## config.mk

```make
export PLATFORM = sky130hd
export DESIGN_NAME = mmio_input_conditioner_flat
export DESIGN_NICKNAME = d
export VERILOG_FILES = /design/src/rtl/mmio_input_conditioner_pkg.sv /design/src/rtl/mmio_input_conditioner_if.sv /design/src/rtl/mmio_input_conditioner_debounce_bit.sv /design/src/rtl/mmio_input_conditioner.sv /design/src/flat_wrapper.sv
export SDC_FILE = /design/constraint.sdc
export NUM_CORES = 1
export LEC_CHECK = 0
export CORE_MARGIN = 2
export CORE_UTILIZATION = 25
export DETAILED_ROUTE_END_ITERATION = 10
export DONT_BUFFER_PORTS = 1
export SETUP_SLACK_MARGIN = 0.2
export SLEW_MARGIN = 20
export SYNTH_ARGS = -nofsm -noshare
export SYNTH_HDL_FRONTEND = slang
export SYNTH_HIERARCHICAL = 1
export SYNTH_SLANG_ARGS = --single-unit
```

## constraint.sdc

```tcl
create_clock -name clk -period 1.5 [get_ports clk]
set_input_delay 0.3 -clock clk [delete_from_list [all_inputs] [get_ports clk]]
set_output_delay 0.3 -clock clk [all_outputs]
set_load 0.03 [all_outputs]
```

## src/rtl/mmio_input_conditioner_pkg.sv

```systemverilog
// Shared constants for the board input conditioner: default widths, debounce timing
// and the MMIO register map that the memory block decodes.
package mmio_input_conditioner_pkg;

    localparam int KEY_WIDTH_DEF       = 4;
    localparam int SW_WIDTH_DEF        = 10;
    localparam int SYNC_STAGES_DEF     = 2;
    localparam int DEBOUNCE_CYCLES_DEF = 50000;
    localparam int CNT_WIDTH_DEF       = 16;

    // Word addresses seen by software; the key_event register sits next to the level registers.
    typedef enum logic [31:0] {
        ADDR_KEY     = 32'h0000_FF00,
        ADDR_SW      = 32'h0000_FF04,
        ADDR_KEY_EVT = 32'h0000_FF08
    } mmio_addr_e;

    // Sticky flag update: a new press always wins over a simultaneous clear.
    function automatic logic [KEY_WIDTH_DEF-1:0] sticky_next(
        input logic [KEY_WIDTH_DEF-1:0] flags,
        input logic [KEY_WIDTH_DEF-1:0] press,
        input logic [KEY_WIDTH_DEF-1:0] clr
    );
        return press | (flags & ~clr);
    endfunction

endpackage

```

## src/rtl/mmio_input_conditioner_if.sv

```systemverilog
// Pin/MMIO-side bundle of the input conditioner. master = board pins plus MMIO write
// decode, slave = the conditioner itself.
interface mmio_input_conditioner_if #(
    parameter int KEY_WIDTH = 4,
    parameter int SW_WIDTH  = 10
);
    logic [KEY_WIDTH-1:0] key_n_raw;
    logic [SW_WIDTH-1:0]  sw_raw;
    logic [KEY_WIDTH-1:0] key_event_clr;
    logic [KEY_WIDTH-1:0] key_out;
    logic [SW_WIDTH-1:0]  sw_out;
    logic [KEY_WIDTH-1:0] key_press;
    logic [KEY_WIDTH-1:0] key_event;

    modport master (
        output key_n_raw, sw_raw, key_event_clr,
        input  key_out, sw_out, key_press, key_event
    );

    modport slave (
        input  key_n_raw, sw_raw, key_event_clr,
        output key_out, sw_out, key_press, key_event
    );
endinterface

```

## src/rtl/mmio_input_conditioner_debounce_bit.sv

```systemverilog
// One conditioned input bit: synchroniser chain, optional inversion, and a counter that
// only lets the stable level follow after DEBOUNCE_CYCLES consecutive disagreeing samples.
module mmio_input_conditioner_debounce_bit #(
    parameter int   SYNC_STAGES     = 2,
    parameter int   DEBOUNCE_CYCLES = 50000,
    parameter int   CNT_WIDTH       = 16,
    parameter logic RESET_VAL       = 1'b0,
    parameter logic INVERT          = 1'b0
) (
    input  logic clk,
    input  logic reset,
    input  logic raw_i,
    output logic level_o
);

    localparam logic [CNT_WIDTH-1:0] TERM_CNT = CNT_WIDTH'(DEBOUNCE_CYCLES - 1);

    logic [SYNC_STAGES-1:0] sync_q;
    logic [SYNC_STAGES-1:0] sync_d;
    logic [CNT_WIDTH-1:0]   cnt_q;
    logic [CNT_WIDTH-1:0]   cnt_d;
    logic                   level_q;
    logic                   level_d;
    logic                   sample;

    assign sync_d  = {sync_q[SYNC_STAGES-2:0], raw_i};
    assign sample  = sync_q[SYNC_STAGES-1] ^ INVERT;
    assign level_o = level_q;

    // Any match with the held level, or an accept, restarts the count from zero.
    always_comb begin
        cnt_d   = '0;
        level_d = level_q;
        if (sample != level_q) begin
            if (cnt_q == TERM_CNT) begin
                level_d = sample;
            end else begin
                cnt_d = cnt_q + 1'b1;
            end
        end
    end

    always_ff @(posedge clk or negedge reset) begin
        if (!reset) begin
            sync_q  <= {SYNC_STAGES{RESET_VAL}};
            cnt_q   <= '0;
            level_q <= 1'b0;
        end else begin
            sync_q  <= sync_d;
            cnt_q   <= cnt_d;
            level_q <= level_d;
        end
    end

endmodule

```

## src/rtl/mmio_input_conditioner.sv

```systemverilog
// Conditions raw board keys/switches into clean MMIO levels, plus per-key press pulses
// and software-clearable sticky press flags. 2**CNT_WIDTH must exceed DEBOUNCE_CYCLES.
module mmio_input_conditioner
    import mmio_input_conditioner_pkg::*;
#(
    parameter int KEY_WIDTH       = KEY_WIDTH_DEF,
    parameter int SW_WIDTH        = SW_WIDTH_DEF,
    parameter int SYNC_STAGES     = SYNC_STAGES_DEF,
    parameter int DEBOUNCE_CYCLES = DEBOUNCE_CYCLES_DEF,
    parameter int CNT_WIDTH       = CNT_WIDTH_DEF
) (
    input  logic                     clk,
    input  logic                     reset,
    mmio_input_conditioner_if.slave  bus
);

    logic [KEY_WIDTH-1:0] q_key;
    logic [SW_WIDTH-1:0]  q_sw;
    logic [KEY_WIDTH-1:0] q_key_d_q;
    logic [KEY_WIDTH-1:0] key_press_q;
    logic [KEY_WIDTH-1:0] key_press_d;
    logic [KEY_WIDTH-1:0] key_event_q;
    logic [KEY_WIDTH-1:0] key_event_d;

    // Keys are active-low at the pin; the chain idles at 1 so reset reads as "not pressed".
    for (genvar i = 0; i < KEY_WIDTH; i++) begin : g_key
        mmio_input_conditioner_debounce_bit #(
            .SYNC_STAGES     (SYNC_STAGES),
            .DEBOUNCE_CYCLES (DEBOUNCE_CYCLES),
            .CNT_WIDTH       (CNT_WIDTH),
            .RESET_VAL       (1'b1),
            .INVERT          (1'b1)
        ) u_key (
            .clk     (clk),
            .reset   (reset),
            .raw_i   (bus.key_n_raw[i]),
            .level_o (q_key[i])
        );
    end

    for (genvar i = 0; i < SW_WIDTH; i++) begin : g_sw
        mmio_input_conditioner_debounce_bit #(
            .SYNC_STAGES     (SYNC_STAGES),
            .DEBOUNCE_CYCLES (DEBOUNCE_CYCLES),
            .CNT_WIDTH       (CNT_WIDTH),
            .RESET_VAL       (1'b0),
            .INVERT          (1'b0)
        ) u_sw (
            .clk     (clk),
            .reset   (reset),
            .raw_i   (bus.sw_raw[i]),
            .level_o (q_sw[i])
        );
    end

    always_comb begin
        key_press_d = q_key & ~q_key_d_q;
        key_event_d = key_press_q | (key_event_q & ~bus.key_event_clr);
    end

    always_ff @(posedge clk or negedge reset) begin
        if (!reset) begin
            q_key_d_q   <= '0;
            key_press_q <= '0;
            key_event_q <= '0;
        end else begin
            q_key_d_q   <= q_key;
            key_press_q <= key_press_d;
            key_event_q <= key_event_d;
        end
    end

    assign bus.key_out   = q_key;
    assign bus.sw_out    = q_sw;
    assign bus.key_press = key_press_q;
    assign bus.key_event = key_event_q;

endmodule

```

## src/flat_wrapper.sv

```systemverilog
// flat-port wrapper written by rule: the top's interface ports become plain ports
module mmio_input_conditioner_flat import mmio_input_conditioner_pkg::*;
#(
    parameter int KEY_WIDTH       = KEY_WIDTH_DEF,
    parameter int SW_WIDTH        = SW_WIDTH_DEF,
    parameter int SYNC_STAGES     = SYNC_STAGES_DEF,
    parameter int DEBOUNCE_CYCLES = DEBOUNCE_CYCLES_DEF,
    parameter int CNT_WIDTH       = CNT_WIDTH_DEF
)
  (clk, reset, bus_key_n_raw, bus_sw_raw, bus_key_event_clr, bus_key_out, bus_sw_out, bus_key_press, bus_key_event);
  mmio_input_conditioner_if #(.KEY_WIDTH(KEY_WIDTH), .SW_WIDTH(SW_WIDTH)) bus_i ();
  input  logic clk;
  input  logic reset;
  input wire logic [$bits(bus_i.key_n_raw)-1:0] bus_key_n_raw;
  input wire logic [$bits(bus_i.sw_raw)-1:0] bus_sw_raw;
  input wire logic [$bits(bus_i.key_event_clr)-1:0] bus_key_event_clr;
  output wire logic [$bits(bus_i.key_out)-1:0] bus_key_out;
  output wire logic [$bits(bus_i.sw_out)-1:0] bus_sw_out;
  output wire logic [$bits(bus_i.key_press)-1:0] bus_key_press;
  output wire logic [$bits(bus_i.key_event)-1:0] bus_key_event;
  assign bus_i.key_n_raw = bus_key_n_raw;
  assign bus_i.sw_raw = bus_sw_raw;
  assign bus_i.key_event_clr = bus_key_event_clr;
  assign bus_key_out = bus_i.key_out;
  assign bus_sw_out = bus_i.sw_out;
  assign bus_key_press = bus_i.key_press;
  assign bus_key_event = bus_i.key_event;
  mmio_input_conditioner #(.KEY_WIDTH(KEY_WIDTH), .SW_WIDTH(SW_WIDTH), .SYNC_STAGES(SYNC_STAGES), .DEBOUNCE_CYCLES(DEBOUNCE_CYCLES), .CNT_WIDTH(CNT_WIDTH)) u_core (.clk(clk), .reset(reset), .bus(bus_i));
endmodule
```

==> metrics.yaml <==
worst_ir_drop_vdd_mv: 0.5781
yosys-top-cells-count: "270 x dfrtp_1, 200 x nor2_1, 172 x xnor2_1"
min_period_ps: 1503
synth_top_area_cell: "dfrtp_1"
endpoint_kind: "flop"
setup-violations-final: 1
instances_no_fill: 2148
insertion_delay_ps: 530
cts_max_path_buffers: 3
muxShareOfSynthArea_pct: 0.8344
initial_utilization_pct: 25.18
cts-htree-levels: 2
gr-total-overflow: 0
cts.sinks: 278
fin_nets: 1460
crit_arrival_ps: 1910
async_reset_ff_share_pct: 100.0
netlist_area_mm2: 0.01350
finalInstanceArea_mm2: 0.01922
grt_max_degree: 279
hold_viol_final: 278
drtAntennaViolNets: 0
synth_compound_area_share_pct: 0.3709
place_area_mm2: 0.01542
synth_top_area_share_pct: 50.06
rsz0062_at_grt: "true"
clock_skew_ps: 12.61
syn_avg_cell_area_um2: 11.34
hold_buffers: 18
cp_cell_sequence: "nor4b_4, nand4_1, buf_4, mux2_2"
syn_to_final_growth_pct: 42.43
fmax_ghz: 0.6654
ys_types: 26
die_y_um: 236.3
layout-drive-gt1-share_pct: 46.97
yosysMostFrequentCell: "dfrtp_1"
synth-seq-area-share_pct: 51.62
yosys_warnings: 6
ios: 42
synth-simple-area-share_pct: 29.80
placed_cells: 1986
worst_slack_ps: -2.915
cts_buffers: 36
routed_via_density: 4.362
post-route-util_pct: 35.86
critPathLaunchType: "flop"
synth_edf_count: 0
die_x_um: 236.3
first_pass_iters: 4
track_usage_pct: 9.851
synth-xor-area-share_pct: 13.63
crit_path_max_incr_delay_ps: 410
leakage_nw: 7.596
route.vias.total: 9369
grt_first_pass_wirelength_um: 46730
grt_pass1_vias: 9857
synth-seq-cells: 278
dp_hpwl_um: 15760
crit_slowest_cell: "dfrtp_1"
cts_tree: "built"
place_ws_ps: -63.76
hold_path_class: "primary input to async pin"
setup_tns_ps: -2.915
path_class: "flop to flop"
pwr_density_cell_mw_per_mm2: 876.9
numPortBuffers: 0
drt-initial-drc-count: 359
synth_area_leaders: "dfrtp_1 50%, xnor2_1 11%, nor2_1 5.6%"
post_drt_wl_per_cell_um: 13.01
rows: 85
core-area_mm2: 0.05360
worst_pin_slew_ps: 672.3
synthAdderAreaFrac_pct: 1.298
clk_pin_slew_ps: 50
antenna_found_initial: 0
cts_root_buf: "clkbuf_16"
synthFlopType: "dfrtp_1"
synth_top_family_by_area: "simple AND/OR/NAND/NOR gates"
final.period_utilization_pct: 100.2
antenna_cells: 0
synthCells: 1190
synthesis.nets: 1224
crit_required_ps: 1910
path_max_fanout: 2
whs_ps: -529.2
failed_checks: "hold timing, setup timing"
max_slew_margin_pct: 55.18
drv_slew: 0
status: "finished with violations"
max_cap_violations: 0
routed_wl_um: 27940
die_area_mm2: 0.05586
gp_congestion: 0.7538
drc_errors: 0
==> power breakdown <==
| group | internal (mW) | switching (mW) | total, mW |
|---|---|---|---|
| logic | 0.401 | 0.392 | 0.793 |
| registers | 7.64 | 0.150 | 7.79 |
| clock network | 5.01 | 3.26 | 8.27 |
| total | 13.1 | 3.80 | 16.9 |
==> metrics by stage <==
| stage | hold slack (ps) | total power [mW] |
|---|---|---|
| 2_1_floorplan | 4.409 | 8.157 |
| 3_3_place_gp | 12.89 | 8.292 |
| 3_5_place_dp | 11.34 | 8.315 |
| 4_1_cts | -584.7 | 17.11 |
| 5_1_grt | -572.7 | 17.69 |
| 6_report | -529.2 | 16.86 |
==> final timing paths <==
| path | start | endpoint | slack, ps | cells past startpoint |
|---|---|---|---|---|
| worst max-delay path | u_core/g_sw[7].u_sw/cnt_q[13]$_DFF_PN0_ | u_core/g_sw[7].u_sw/level_o$_DFFE_PN0P_ | -3 | 4 |
| worst min register to register | u_core/g_sw[1].u_sw/sync_q[0]$_DFF_PN0_ | u_core/g_sw[1].u_sw/sync_q[1]$_DFF_PN0_ | 350 | 0 |
| worst min-delay path | reset | u_core/g_key[2].u_key/level_o$_DFFE_PN0P_ | -530 | 0 |
| min in group clk | bus_key_n_raw[3] | u_core/g_key[3].u_key/sync_q[0]$_DFF_PN1_ | 310 | 1 |
| worst max register to register | u_core/g_sw[7].u_sw/cnt_q[13]$_DFF_PN0_ | u_core/g_sw[7].u_sw/level_o$_DFFE_PN0P_ | -3 | 4 |
| max in group asynchronous | reset | u_core/g_sw[8].u_sw/cnt_q[7]$_DFF_PN0_ | 1440 | 0 |
==> cell type report <==
| class | count | area [um^2] |
|---|---|---|
| multi-input cells | 858 | 8143 |
| well taps | 696 | 870.8 |
| clock buffers | 54 | 1049 |
| inverters | 46 | 172.7 |
| fillers | 5220 | 34380 |
| clock inverters | 10 | 96.34 |
| repair buffers | 206 | 1877 |
| flip-flops and latches | 278 | 7014 |
==> registers in the layout (all words and copies together), names as in the netlist, 8 cells and up <==
name and cells:
u_core/g_sw.u_sw/cnt_q 160, u_core/g_key.u_key/cnt_q 64, u_core/g_sw.u_sw/sync_q 20, u_core/g_sw.u_sw/level_o 10
u_core/g_key.u_key/sync_q 8
==> routing by layer <==
layer,vias up,GRT usage [%],part of all wire [%]
met5,-,0,0
met4,0,3.356,2.3
met3,46,2.422,3.5
met2,79,16.83,50
met1,4650,12.10,44
li1,4594,-,-
==> worst max-delay path, delay by kind of cell (launching register included) <==
kind | cells | cell delay (ps)
AND/OR/NAND/NOR | 2 | 540
flip-flops | 1 | 410
multiplexers | 1 | 250
buffers and inverters | 1 | 190
==> cells by family (layout without fill, tap and decap cells) <==
group / Yosys count / count (layout)
XOR/XNOR: 210 / 210
adder cells (fa/ha/maj): 14 / 14
AO/OA/AOI/OAI: 8 / 8
multiplexers: 10 / 10
AND/OR/NAND/NOR: 610 / 616
flip-flops: 278 / 278
buffers and inverters: 60 / 316
==> layout by cell type (no fill, tap or decap), drive strengths merged, types with 18 or more instances in the layout <==
cell,netlist,layout
nor4,56,56
xor2,38,38
nand4,56,56
nor3,56,56
inv,46,47
nor2,238,238
nand3,84,86
dlygate4sd3,0,18
and3,28,28
clkbuf,0,56
xnor2,172,172
nor4b,28,28
dfrtp,270,270
buf,14,186
nand2,46,50
==> repair_timing <==
action | CTS | global route
pin swaps | 101 | 81
setup endpoints to repair | 254 | 260
gates resized for setup | 169 | 232
hold endpoints to repair | 296 | 278
gates cloned | 7 | 2
buffers inserted | 56 | 15
Note: power is estimated with default switching activity, not from simulation.
